### config.mk
export PLATFORM = sky130hd
export DESIGN_NAME = dffq_bank_arbiter
export DESIGN_NICKNAME = d
export VERILOG_FILES = /design/src/rtl/dffq_bank_arbiter.sv
export SDC_FILE = /design/constraint.sdc
export NUM_CORES = 1
export LEC_CHECK = 0
export ABC_CLOCK_PERIOD_IN_PS = 4800
export CORE_ASPECT_RATIO = 0.9
export CORE_MARGIN = 1
export CORE_UTILIZATION = 42
export DETAILED_ROUTE_END_ITERATION = 16
export PLACE_DENSITY_LB_ADDON = 0.1
export SYNTH_ARGS = -nofsm -noshare
export SYNTH_HDL_FRONTEND = slang
export SYNTH_SLANG_ARGS = --single-unit
### constraint.sdc
create_clock -name CLK -period 4.8 [get_ports CLK]
set_input_delay 0.96 -clock CLK [delete_from_list [all_inputs] [get_ports CLK]]
set_output_delay 0.96 -clock CLK [all_outputs]
set_load 0.02 [all_outputs]
### src/rtl/dffq_bank_arbiter.sv
// Two-requester round-robin write arbiter for a small DFFQ register bank.
// A granted requester may lock the bank for up to BURST_MAX beats; reads are combinational.
module dffq_bank_arbiter #(
  parameter int WIDTH     = 8,
  parameter int DEPTH     = 4,
  parameter int AW        = $clog2(DEPTH),
  parameter int BURST_MAX = 4
) (
  input  logic             CLK,
  input  logic             RN,
  input  logic             valid0,
  input  logic [AW-1:0]    addr0,
  input  logic [WIDTH-1:0] data0,
  input  logic             lock0,
  output logic             ready0,
  input  logic             valid1,
  input  logic [AW-1:0]    addr1,
  input  logic [WIDTH-1:0] data1,
  input  logic             lock1,
  output logic             ready1,
  input  logic [AW-1:0]    rd_addr,
  output logic [WIDTH-1:0] rd_data,
  output logic [1:0]       owner
);

  localparam int            CW       = (BURST_MAX > 1) ? $clog2(BURST_MAX) : 1;
  localparam logic [CW-1:0] CNT_LAST = CW'(BURST_MAX - 1);
  localparam bit            LOCK_EN  = (BURST_MAX > 1);

  typedef enum logic [1:0] {
    IDLE = 2'd0,
    OWN0 = 2'd1,
    OWN1 = 2'd2
  } state_t;

  state_t           r_state, w_state_nxt;
  logic             r_rr, w_rr_nxt;
  logic [CW-1:0]    r_cnt, w_cnt_nxt;
  logic [WIDTH-1:0] r_bank [DEPTH];
  logic             w_ready0, w_ready1;
  logic             w_xfer0, w_xfer1;

  // Handshake: a write happens on requester x when validx & readyx at the rising
  // edge. ready depends only on state, rr, RN and the valids, never on addr/data/lock.
  always_comb begin
    w_ready0 = 1'b0;
    w_ready1 = 1'b0;
    case (r_state)
      IDLE: begin
        w_ready0 = valid0 & (~valid1 | ~r_rr);
        w_ready1 = valid1 & (~valid0 | r_rr);
      end
      OWN0:    w_ready0 = valid0;
      OWN1:    w_ready1 = valid1;
      default: ;
    endcase
    if (!RN) begin
      w_ready0 = 1'b0;
      w_ready1 = 1'b0;
    end
  end

  assign ready0  = w_ready0;
  assign ready1  = w_ready1;
  assign w_xfer0 = valid0 & w_ready0;
  assign w_xfer1 = valid1 & w_ready1;

  always_comb begin
    w_state_nxt = r_state;
    w_rr_nxt    = r_rr;
    w_cnt_nxt   = r_cnt;
    case (r_state)
      IDLE: begin
        if (w_xfer0) begin
          if (lock0 && LOCK_EN) begin
            w_state_nxt = OWN0;
            w_cnt_nxt   = CW'(1);
          end else begin
            w_rr_nxt = 1'b1;
          end
        end else if (w_xfer1) begin
          if (lock1 && LOCK_EN) begin
            w_state_nxt = OWN1;
            w_cnt_nxt   = CW'(1);
          end else begin
            w_rr_nxt = 1'b0;
          end
        end
      end
      OWN0: begin
        // Owner leaves on a dropped valid, a dropped lock, or the burst limit.
        if (!valid0 || !lock0 || r_cnt == CNT_LAST) begin
          w_state_nxt = IDLE;
          w_rr_nxt    = 1'b1;
          w_cnt_nxt   = '0;
        end else begin
          w_cnt_nxt = r_cnt + CW'(1);
        end
      end
      OWN1: begin
        if (!valid1 || !lock1 || r_cnt == CNT_LAST) begin
          w_state_nxt = IDLE;
          w_rr_nxt    = 1'b0;
          w_cnt_nxt   = '0;
        end else begin
          w_cnt_nxt = r_cnt + CW'(1);
        end
      end
      default: begin
        w_state_nxt = IDLE;
        w_cnt_nxt   = '0;
      end
    endcase
  end

  always_ff @(posedge CLK) begin
    if (!RN) begin
      r_state <= IDLE;
      r_rr    <= 1'b0;
      r_cnt   <= '0;
    end else begin
      r_state <= w_state_nxt;
      r_rr    <= w_rr_nxt;
      r_cnt   <= w_cnt_nxt;
    end
  end

  always_ff @(posedge CLK) begin
    if (!RN) begin
      for (int i = 0; i < DEPTH; i++) begin
        r_bank[i] <= '0;
      end
    end else if (w_xfer0) begin
      r_bank[addr0] <= data0;
    end else if (w_xfer1) begin
      r_bank[addr1] <= data1;
    end
  end

  assign rd_data = r_bank[rd_addr];
  assign owner   = {r_state != IDLE, r_state == OWN1};

endmodule
Word level (Yosys, flattened, before mapping):

Memories as Yosys holds them, arrays and structs flattened.
Index checks and enable logic that the tools add are counted.

* flip-flop bits (word level): 5
* bits in latches: 0
* memory bits (writable): 32
* bits in read-only memories: 0
* logic and storage cells: 78
* memories: 1

Memories
* r_bank: words 4, bits a word 8, rd ports 1, clocked after memory_dff 0, wr ports 4, line 39 `logic [WIDTH-1:0] r_bank [DEPTH];`

* add/subtract/negate cells: 1
* multiply operators: 0
* divide/modulo/power cells: 0
* order comparisons: 0
* equal/unequal tests: 10
* shift operators: 0
* muxes and demuxes: 38
* bitwise logic cells: 9
* reductions and logical operators: 16

Operator list (number)
* $mux 2: 13
* $mux 1: 18
* $mux 8: 2
* $reduce_or 8->1: 2
* $ne 3x3->1 const B: 5
* $pmux 2 s3: 2
* $reduce_and 6->1: 1
* $reduce_and 5->1: 1
* $and 1x1->1: 4
* $eq 2x2->1 const B: 2
* $logic_not 1->1: 4
* $logic_or 1x1->1: 4
* $pmux 1 s2: 2
* $not 1->1: 3
* $pmux 1 s3: 1
* $reduce_and 3->1: 1
* $reduce_bool 3->1: 1
* $add 2x1->2 const B: 1
* $eq 2x1->1 const B: 1
* $logic_not 2->1: 1
* $ne 2x1->1 const B: 1
* $ne 2x2->1 const B: 1
* $or 1x1->1: 2
* $reduce_bool 2->1: 1

Longest topological paths before layout:

* depth after elaboration: 12
* gate-level depth with buffers: 9
* depth with buffers taken out: 8

Worst setup path after synthesis:

OpenSTA, ideal clock, no wires.

* kind: input port to output port
* start: input port rd_addr[0]
* end: output port rd_data[0]
* arrival time: 1788 ps
* setup slack: 2052 ps
* cell stages on the path: 2
* path through: buf_2 mux4_2

* word-level cells in the longest chain between the ends: 1

RTL lines
* start: declaration: line 21 `input logic [AW-1:0] rd_addr,`
* $mem_v2 4x8
* end: declaration: line 22 `output logic [WIDTH-1:0] rd_data,`

No other way between the ends.

Final worst setup path:

* start: input port rd_addr[0]
* end: output port rd_data[1]

The elaborated chain is that of the path after synthesis.

==> run summary <==
The flow ran to the end, and the final reports show no timing, DRC or antenna violations. Clock tree synthesis found a total of 37 sinks. The static power due to leakage is 0.000940 uW. The final antenna diode count came out at 0. The routed design has 4090 um of wire.

By startpoint and endpoint, the worst setup path is classified as primary input to output pin. The die span in x is 73.2 um. The TritonCTS buffer count came out at 5. The required time of the critical path is 3.84 ns. The sequential-to-total area share from yosys stat is 55.4%. The tree is rooted in a clkbuf_8. The worst setup path is launched from a primary input. Setup repair after global routing left no endpoint under its margin. The net count of the mapped netlist is 188. The sum of met3 wire segment lengths after detailed routing is 202 um. In this run the tightest slew margin relative to its limit is 60.5%. The pin count of the biggest net entering global routing is 14. The net count of the finished layout came out at 229. The global route total overflow came out at 0.

The number of vias after detailed routing came out at 1,319. Leaving out fill and tap cells, the most frequent cell in the layout is clkdlybuf4s50_1. In this run, synthesis produced a sequential element count of 37. The largest fanout on the critical path came out at 8. Cells with a size suffix above 1 make up 13.3% of the layout.

The wire length on met2 is 1930 um. The post-route core utilization came out at 57.8%. The hold-fix buffer count after cts came out at 0. The initial detailed-routing violation count is 61. The area added between synthesis and finish came out at 27.1%. The largest clock skew in the final design came out at 0.00561 ns.

The min-delay analysis places its worst path in the category flop to flop. The total power is 1010 uW. The starting density of the core is 45.5%.

The die covers 4840 sq um. The wire-length estimate of the detail-placed layout is 2940 um. At the pin with the least slew margin, the transition time is 0.590 ns.

In this run the mean area of a mapped cell was 12.4 sq um. The first global-routing pass estimated 6690 um of wire. The worst setup path is captured at an output pin. The clock latency of the later-clocked register in the worst-skew pair came out at 0.29 ns. After detailed routing, the number of vias per cell comes to 5.15. Global routing consumed, over all layers together, 19.3% of the routing resources. The setup TNS came out at 0 ns. The vertical extent of the die came out at 66.1 um. The initial antenna violation count is 0.

The number of buffer cells added on primary ports is 39. The CTS clock-pin slew for the worst setup and hold paths came out at 0.07 ns. The final number of max-transition violations came to 0.

The library cells used most frequently in the layout, excluding fill and tap cells, are clkdlybuf4s50_1 (39), edfxtp_1 (32), nor2_1 (28). The region available for standard cell placement spans 4210 sq um. The number of instances in the synthesized netlist came out at 154. 40 I/O pins were placed. The post-cts gate resize count came out at 0. The total number of H-tree levels came out at 2. The number of buffers added for setup after CTS came out at 0. The final antenna-violating net count came out at 0.

The routed length on met1 came out at 1910 um. The detailed-route wire length per cell came out at 16.0 um. The shortest clock period the worst path allows after layout came out at 3.91 ns. The synthesized area is 1920 sq um.

The number of maximum-capacitance constraint violations came out at 0. The final-report setup violation count came out at 0. For the worst setup path, the data arrival time is 2.95 ns. Yosys printed 0 warnings. The maximum vdd drop is 214 uV.

The netlist uses 35 different library cells. The TritonCTS clock tree is yes. The number of global-route vias before repair came out at 1,403. The last weighted congestion value of the routability-driven placer is 0.750.

Routed signal wires occupy layers up through met4. The number of hold violations in the final report is 0. The share of the clock period used by the worst path is 81.4%. The number of buffers on the longest clock path is 2. The remaining routing DRC violations is 0. The fmax is 256 MHz. The number of optimization iterations in the first detailed-route pass is 4. Row generation in the floorplan step produced 22 rows. The total power density per cell area is 413 nW/um^2.
[cell families after synthesis]
| group | share of synthesized area (%) |
|---|---|
| adders and majority gates | 3.92 |
| muxes | 12.5 |
| buffers and inverters | 4.83 |
| AOI/OAI and AO/OA | 10.1 |
| DFF | 55.4 |
| and+or+nand+nor | 13.2 |
[where the power goes]
group	leakage, uW	switching, uW	internal, uW
clock network	0.0000455	112	100
logic	0.000522	202	159
registers	0.000373	22.5	409
[sequential cells by signal, indices dropped and copies added (netlist names)]
name and cells:
r_rr 1, r_cnt 2, r_bank 32, r_state 2
[per-layer routing]
| metal | up-vias | GRT usage [%] |
|---|---|---|
| met5 | - | 0 |
| met4 | 0 | 7.84 |
| met3 | 7 | 4.88 |
| met2 | 35 | 30.9 |
| met1 | 633 | 24.9 |
| li1 | 644 | - |
[Yosys cell counts (all sizes together)]
| cell type | number | share of area (%) |
|---|---|---|
| a311oi | 1 | 0.46 |
| nor2 | 28 | 5.5 |
| o211ai | 1 | 0.65 |
| o21bai | 1 | 0.39 |
| edfxtp | 32 | 50 |
| ha | 6 | 3.9 |
| nor2b | 2 | 0.65 |
| nand2 | 11 | 2.2 |
| a22oi | 8 | 3.1 |
| clkbuf | 1 | 0.20 |
| a311o | 1 | 0.52 |
| and2 | 3 | 0.98 |
| mux4 | 8 | 9.4 |
| a31o | 2 | 0.91 |
| nand3b | 1 | 0.39 |
| o21ai | 2 | 0.72 |
| o31ai | 1 | 0.65 |
| and3b | 1 | 0.46 |
| a21boi | 1 | 0.59 |
| dfxtp | 5 | 5.2 |
| nor3 | 5 | 1.9 |
| inv | 14 | 2.7 |
| nor3b | 1 | 0.65 |
| a21oi | 2 | 0.72 |
| a211oi | 1 | 0.39 |
| mux2i | 6 | 3.1 |
| nand3 | 2 | 0.52 |
| buf | 5 | 1.9 |
| a31oi | 2 | 0.98 |
[critical path, cell delays in order]
cell and delay (ns):
clkdlybuf4s50_1 0.84, mux4_2 0.58, clkdlybuf4s50_1 0.56
[worst paths after layout]
path	from	end	slack (ns)	cells past startpoint
setup / recovery	rd_addr[0]	rd_data[1]	0.89	3
hold / removal	r_state[0]$_SDFFE_PN0P_	r_state[0]$_SDFFE_PN0P_	0.52	2
setup reg to reg	r_state[1]$_SDFFE_PN0P_	r_bank[0][4]$_SDFFCE_PN0P_	1.97	9
hold reg to reg	r_state[0]$_SDFFE_PN0P_	r_state[0]$_SDFFE_PN0P_	0.52	2
[layout make-up]
class                      instances  area [sq um]
timing repair buffer              40           398
sequential                        37          1060
inverter                          14          52.6
multi-input combinational         97           762
fill                             356          1780
clock inverter                     3          17.5
tap                               60          75.1
clock buffer                       5          68.8
[metrics by stage]
stage / cells / hold slack, ns / setup WS [ns] / cell area, sq um
final: 256 / 0.525 / 0.891 / 2430
after global routing: 256 / 0.569 / 0.774 / 2430
after CTS: 256 / 0.528 / 0.845 / 2430
after detailed placement: 248 / 0.517 / 0.849 / 2350
after global placement: 248 / 0.500 / 0.846 / 2350
after floorplan: 154 / 0.483 / 2.05 / 1920
No activity file was read; power rests on OpenSTA's default activity.
